## config.mk

```make
export PLATFORM = sky130hd
export DESIGN_NAME = tvm_buffer_wr_arbiter
export DESIGN_NICKNAME = d
export VERILOG_FILES = /design/src/rtl/tvm_buffer_wr_arbiter_pkg.sv /design/src/rtl/tvm_rr_arbiter.sv /design/src/rtl/tvm_buffer_wr_arbiter.sv
export SDC_FILE = /design/constraint.sdc
export NUM_CORES = 1
export LEC_CHECK = 0
export BUFFER_PORTS_ARGS = -buffer_cell sky130_fd_sc_hd__clkbuf_2
export CAP_MARGIN = 20
export CORE_UTILIZATION = 40
export DETAILED_ROUTE_END_ITERATION = 12
export HOLD_SLACK_MARGIN = 0.08
export PLACE_DENSITY = 0.77
export SLEW_MARGIN = 20
export SYNTH_ARGS = -nofsm -noshare
export SYNTH_HDL_FRONTEND = slang
export SYNTH_HIERARCHICAL = 1
export SYNTH_SLANG_ARGS = --single-unit
```

## constraint.sdc

```tcl
create_clock -name clk -period 1.5 [get_ports clk]
set_input_delay 0.3 -clock clk [delete_from_list [all_inputs] [get_ports clk]]
set_output_delay 0.3 -clock clk [all_outputs]
set_load 0.01 [all_outputs]
```

## src/rtl/tvm_buffer_wr_arbiter_pkg.sv

```systemverilog
// Shared definitions for the tvm_buffer write-side arbiter.
// The state encoding is shared with future buffer read-side sequencers.
package tvm_buffer_wr_arbiter_pkg;

    typedef enum logic [1:0] {
        IDLE    = 2'd0,
        BURST   = 2'd1,
        ADVANCE = 2'd2
    } wr_state_t;

endpackage

```

## src/rtl/tvm_rr_arbiter.sv

```systemverilog
// Combinational rotate-priority pick.
// Scans from last_grant+1 upward, modulo NUM_REQ.
module tvm_rr_arbiter #(
    parameter int NUM_REQ       = 2,
    parameter int REQ_IDX_WIDTH = 1
) (
    input  logic [NUM_REQ-1:0]       req,
    input  logic [REQ_IDX_WIDTH-1:0] last_grant,
    output logic                     any,
    output logic [REQ_IDX_WIDTH-1:0] idx
);

    logic [REQ_IDX_WIDTH-1:0] cand;

    // Walk offsets from farthest to nearest so the nearest requester is written last and wins.
    always_comb begin
        any  = 1'b0;
        idx  = '0;
        cand = '0;
        for (int off = NUM_REQ; off >= 1; off--) begin
            cand = REQ_IDX_WIDTH'((int'(last_grant) + off) % NUM_REQ);
            if (req[cand]) begin
                any = 1'b1;
                idx = cand;
            end
        end
    end

endmodule

```

## src/rtl/tvm_buffer_wr_arbiter.sv

```systemverilog
// Shares one tvm_buffer write port among NUM_REQ producers, one full window per grant,
// with a one-cycle write_advance commit and round-robin re-arbitration between windows.
module tvm_buffer_wr_arbiter
    import tvm_buffer_wr_arbiter_pkg::*;
#(
    parameter int NUM_REQ       = 2,
    parameter int REQ_IDX_WIDTH = 1,
    parameter int DATA_WIDTH    = 8,
    parameter int WR_WINDOW     = 16,
    parameter int WR_ADDR_WIDTH = 5
) (
    input  logic                          clk,
    input  logic                          rst,
    input  logic [NUM_REQ-1:0]            req_valid,
    input  logic [NUM_REQ*DATA_WIDTH-1:0] req_data,
    output logic [NUM_REQ-1:0]            req_ready,
    output logic                          write_valid,
    output logic [DATA_WIDTH-1:0]         write_data,
    output logic [WR_ADDR_WIDTH-1:0]      write_addr,
    input  logic                          write_ready,
    output logic                          write_advance,
    output logic [REQ_IDX_WIDTH-1:0]      grant_idx,
    output logic                          busy
);

    wr_state_t                state;
    logic [WR_ADDR_WIDTH-1:0] word_cnt;
    logic [REQ_IDX_WIDTH-1:0] owner;
    logic [REQ_IDX_WIDTH-1:0] last_grant;
    logic [REQ_IDX_WIDTH-1:0] pick_idx;
    logic                     pick_any;
    logic                     handshake;
    logic                     last_word;

    tvm_rr_arbiter #(
        .NUM_REQ       (NUM_REQ),
        .REQ_IDX_WIDTH (REQ_IDX_WIDTH)
    ) u_rr (
        .req        (req_valid),
        .last_grant (last_grant),
        .any        (pick_any),
        .idx        (pick_idx)
    );

    // Only the owner sees the buffer's ready; everyone else is held off.
    always_comb begin
        req_ready = '0;
        if (state == BURST) begin
            req_ready[owner] = write_ready;
        end
    end

    assign write_valid   = (state == BURST) & req_valid[owner];
    assign write_data    = req_data[int'(owner)*DATA_WIDTH +: DATA_WIDTH];
    assign write_addr    = word_cnt;
    assign write_advance = (state == ADVANCE);
    assign grant_idx     = owner;
    assign busy          = (state != IDLE);
    assign handshake     = write_valid & write_ready;
    assign last_word     = (word_cnt == WR_ADDR_WIDTH'(WR_WINDOW - 1));

    always_ff @(posedge clk or posedge rst) begin
        if (rst) begin
            state      <= IDLE;
            word_cnt   <= '0;
            owner      <= '0;
            last_grant <= REQ_IDX_WIDTH'(NUM_REQ - 1);
        end else begin
            case (state)
                IDLE: begin
                    if (pick_any) begin
                        owner <= pick_idx;
                        state <= BURST;
                    end
                end
                BURST: begin
                    // No partial windows: the window only closes on its last accepted word.
                    if (handshake) begin
                        if (last_word) begin
                            word_cnt <= '0;
                            state    <= ADVANCE;
                        end else begin
                            word_cnt <= word_cnt + 1'b1;
                        end
                    end
                end
                ADVANCE: begin
                    last_grant <= owner;
                    state      <= IDLE;
                end
                default: state <= IDLE;
            endcase
        end
    end

endmodule

```

* Word-level counts from Yosys, hierarchy flattened
Index checks and enable logic that the tools add are counted.
Operators by class: $add $sub $neg 3, $lt $le $gt $ge 4, equality and inequality tests 6, shift-type cells 1, mux-type cells 18, bitwise logic cells 3, reduce and logical (&&, ||, !) cells 6
Operators with widths (number):
- variable part select 16 x 5 -> 8 bit | 1
- two-way mux 1 bit | 11
- two-way mux 2 bit | 4
- less-than comparator 1 x 2 -> 1 bit (second input constant) | 3
- != test 2 bit (second input constant) | 3
- adder 5 x 1 -> 5 bit (second input constant) | 1
- == test 5 x 4 -> 1 bit (second input constant) | 1
- two-way mux 5 bit | 1
- case mux 2 bit (2 select lines) | 1
- AND reduction 2 bit | 2
- AND reduction 3 bit | 1
- adder 1 bit (second input constant) | 2
- AND 1 bit | 2
- AND 2 bit | 1
- == test 2 x 1 -> 1 bit (second input constant) | 1
- == test 2 bit (second input constant) | 1
- zero test 2 bit | 1
- nonzero test 2 bit | 1
- demux 1 bit (select 1 bit) | 1
- >= comparator 1 bit (second input constant) | 1
- logical AND 1 bit | 1
Word-level totals: bits in registers 9, bits of input ports 21, logic and storage cells 45

* Depth between registers and ports, before layout
word-level depth 7, gate-level depth with buffers 4, gate-level depth less buffers 4

* Cells and area by module
Netlist, hierarchy kept.
By module, submodules not included:
- tvm_buffer_wr_arbiter | instances 1, cells each 52, area each 593.1 µm², seq. area each 226.5 µm²
- tvm_rr_arbiter | instances 1, cells each 2, area each 13.8 µm², seq. area each 0.0 µm²

* Worst setup path before layout
OpenSTA, ideal clock, no wires.
path kind register -> output, start point reg owner (netlist: grant_idx), end point out write_data[0], arrival time 1.082 ns, required time 1.200 ns, path slack 0.118 ns, stages on the path, launching flop included 4, buffers on the path 2, cell sequence dfrtp_1 -> buf_6 -> buf_2 -> mux2_2
On the way: longest elaborated chain between the ends 1
RTL lines:
- from (decl) | line tvm_buffer_wr_arbiter.sv:28 | logic [REQ_IDX_WIDTH-1:0] owner;
- from (signal assigned) | line tvm_buffer_wr_arbiter.sv:72 | owner <= pick_idx;
- variable part select 16 x 5 -> 8 bit | line tvm_buffer_wr_arbiter.sv:54 | assign write_data = req_data[int'(owner)*DATA_WIDTH +: DATA_WIDTH];
- to (decl) | line tvm_buffer_wr_arbiter.sv:18 | output logic [DATA_WIDTH-1:0] write_data,
No other way between the ends.

* Final worst setup path
Same ends and word-level chain as after synthesis.

==> impl_summary.log <==
[metrics] setup tns final: -1.08 ns
[metrics] die footprint: approximately 1700 um2
[metrics] worst hold path stage count: 4
[metrics] mean area per synthesized cell: ~11 um2
[metrics] dominant combinational cell family by area after synthesis: multiplexers
[metrics] compound-gate portion of the synthesized area: under 10%
[metrics] H-tree depth: 1
[metrics] register bit count reported by yosys: 9
[metrics] startpoint of the most critical setup path: grant_idx
[metrics] later-pin clock latency in the skew report: 0.27 ns
[metrics] sequential fraction of the synthesis area: between 30% and 40%
[metrics] Clock Sinks: 9
[metrics] Pins Over Slew Limit: 0
[metrics] maximum fanout encountered on the critical timing path: 6
[metrics] worst clock skew: roughly 0.0092 ns
[metrics] Min Clock Period, post-route: roughly 1.6 ns
[metrics] EDFF count, synth: 0
[metrics] average wire per standard cell: between 10 and 15 um
[metrics] summed area of non-filler cells in the final layout: 1020 um2
[metrics] number of fill cells: between 100 and 150
[metrics] worst rel slew slack: 75.7%
[metrics] endpoint class of the critical path: output port
[metrics] total wirelength of the detailed-routed design: about 1800 um
[metrics] maximum buffer depth of the clock tree: 2
[metrics] clock transition at the registers of the reported paths: approximately 0.06 ns
[metrics] max cap viols: 0
[metrics] initial antenna violation count: 0
[metrics] vias in the first global route: ~530
[metrics] effective utilization at floorplan: around 45%
[metrics] run status: complete, but fails checks
[metrics] Arrival @ worst endpoint: around 1.3 ns
[metrics] primary flip-flop cell chosen by synthesis mapping: sky130_fd_sc_hd__dfrtp_1
[metrics] number of vias per cell after detailed routing: 5.11
[metrics] top-level port count: 40
[metrics] share of synthesized flip-flops with an asynchronous set or reset: 100%
[metrics] failing checks: setup timing
[metrics] kind of launch point of the worst setup path: flop
[metrics] count of nets left with antenna violations after detail routing: 0
[metrics] post-synthesis instance total: between 50 and 60
[metrics] worst min-delay path startpoint: write_ready
[metrics] fraction of the mapped netlist area in simple logic gates: 19.2%
[metrics] r2r worst-path depth: 4
[metrics] Adder-Cell Fraction of Synth Area: just over 2%
[metrics] beginning of the worst register-to-register path: grant_idx
[metrics] vias after detailed routing: 613
[metrics] overflow left after global routing: 0
[metrics] Layout Nets: ~130
[metrics] Root Buffer Master: sky130_fd_sc_hd__clkbuf_4
[metrics] global-route wire length before repair: 2330 um
[metrics] estimated wirelength of the detail-placed design: 1190 um
[metrics] DR pass1 iterations: 2
[metrics] Setup Viol. Count Final: 9
[metrics] share of layout cells above drive strength 1: between 60% and 70%
[metrics] mux share of post-synthesis cell area: approximately 27%
[metrics] highest-count cells in the layout ignoring fill and taps: 29 x sky130_fd_sc_hd__clkbuf_2, 11 x sky130_fd_sc_hd__buf_6, 10 x sky130_fd_sc_hd__mux2_4
[metrics] standard-cell row count: 13
[metrics] Setup Crit Path Kind: flop to output port
[metrics] post-route clock period utilization: 109%
[metrics] Ys Warns: 6
[metrics] Post-Synthesis Cell Area: 607 um2
[metrics] final count of hold timing violations: 0
[metrics] number of remaining DRC errors: 0
[metrics] number of port buffers: 39
[metrics] reported leakage power: 0.527 nW
[metrics] number of nets in the synthesized netlist: 76
[metrics] First DRT Iteration DRCs: 7
[metrics] die width: 41.0 um
[metrics] P&R area growth vs syn: 68.0%
[metrics] number of distinct library cell variants in the gate-level netlist after synthesis: 30
[metrics] clock buffer count from CTS: 3
[metrics] placed cell areas: between 800 and 900 um2
[metrics] Power Total: between 1 and 1.5 mW
[metrics] final core utilization: between 70 and 80%
[metrics] pin slew with the least headroom to its limit: roughly 0.36 ns
[metrics] largest net degree at the start of global routing: 10
[metrics] die span in y: 41.0 um
[metrics] worst hold slack after final layout: between 0.4 and 0.5 ns
[metrics] worst IR drop on VDD: roughly 0.00084 V
[metrics] Final Worst Setup Slack: -0.141 ns
[metrics] antenna cell count: 0
[metrics] floorplan core area: 1350 um2
[metrics] final weighted congestion in routability-driven placement: a little over 0.8
[metrics] peak clock frequency supported by timing: 610 MHz
[metrics] RSZ-0062 raised after global routing: true
[metrics] GRT Resource Usage Total: a little under a quarter
[metrics] xor/xnor share of the synthesized area: 1.44%
[metrics] pwr/cell area: between 900 and 1000 nW/um2
[metrics] CTS tree: done
[metrics] required time worst endpoint: approximately 1.2 ns
[metrics] type of the most critical hold path: input port to flop
[metrics] leading cell type in the layout, fill and taps excluded: sky130_fd_sc_hd__clkbuf_2
[Yosys cell counts, types with 2 or more instances]
library cell | instances | area, um2
sky130_fd_sc_hd__mux2_2 | 10 | 113
sky130_fd_sc_hd__inv_1 | 4 | 15.0
sky130_fd_sc_hd__mux2_4 | 2 | 30.0
sky130_fd_sc_hd__dfrtp_1 | 8 | 200
sky130_fd_sc_hd__nor2b_1 | 2 | 12.5
sky130_fd_sc_hd__nor2_1 | 4 | 15.0
[path summary, 6_finish.rpt]
| check | slack [ns] | end |
|---|---|---|
| worst max-delay path | -0.14 | write_data[0] |
| worst min-delay path | 0.46 | write_addr[1] |
| worst max register to register | 0.08 | write_addr[0] |
| worst min register to register | 0.53 | write_addr[4] |
| max in group asynchronous | 0.66 | last_grant |
| min in group asynchronous | 0.53 | write_addr[3] |
[flip-flops by register name, indices dropped and copies added (netlist names)]
| register | cells |
|---|---|
| state | 2 |
| last_grant | 1 |
| grant_idx | 1 |
| write_addr | 5 |
[logic make-up after synthesis]
logic type	count (synthesis)
DFF	9
xor gates and xnor gates	1
adders and majority gates	1
muxes	13
buffers and inverters	6
and+or+nand+nor	18
AOI/OAI and AO/OA	6
[critical path: stages (launching register included)]
cell and delay (ns):
sky130_fd_sc_hd__dfrtp_2 0.47, sky130_fd_sc_hd__buf_6 0.17, sky130_fd_sc_hd__mux2_4 0.30, sky130_fd_sc_hd__buf_6 0.12
[stage by stage]
stage	std cells	worst slack, ns
6_report	120	-0.141
5_1_grt	120	-0.171
4_1_cts	117	-0.123
3_5_place_dp	109	0.0810
3_3_place_gp	109	0.116
2_1_floorplan	54	0.118
[per-layer routing]
| layer | up-vias | part of all wire [%] | track usage (%) |
|---|---|---|---|
| li1 | 295 | - | - |
| met1 | 292 | 42 | 25.8 |
| met2 | 19 | 52 | 36.3 |
| met3 | 7 | 3.7 | 8.15 |
| met4 | 0 | 2.7 | 15.0 |
| met5 | - | 0 | 0 |
[layout make-up]
type / count / area, um2 / area share (%)
Timing Repair Buffer: 49 / 337 / 33.0
Multi-Input combinational cell: 39 / 395 / 38.8
Tap cell: 15 / 18.8 / 1.84
Clock buffer: 4 / 26.3 / 2.58
Sequential cell: 9 / 228 / 22.3
Inverter: 4 / 15.0 / 1.47
[timing repair]
| item | 4_1_cts | 5_1_grt |
|---|---|---|
| hold buffers | 1 | 0 |
| buffers inserted | 3 | 3 |
| endpoints found under the setup margin | 10 | 12 |
| pin swaps | 0 | 2 |
| hold endpoints to repair | 8 | 0 |
| resized for setup | 13 | 23 |
[where the power goes]
group          total, mW  switching (mW)  leakage, nW  internal (mW)
Clock              0.191          0.0883       0.0150          0.103
Combinational      0.430           0.187        0.409          0.243
Sequential         0.389          0.0787        0.103          0.310
Total               1.01           0.354        0.527          0.656
Note: power is estimated with default switching activity, not from simulation.
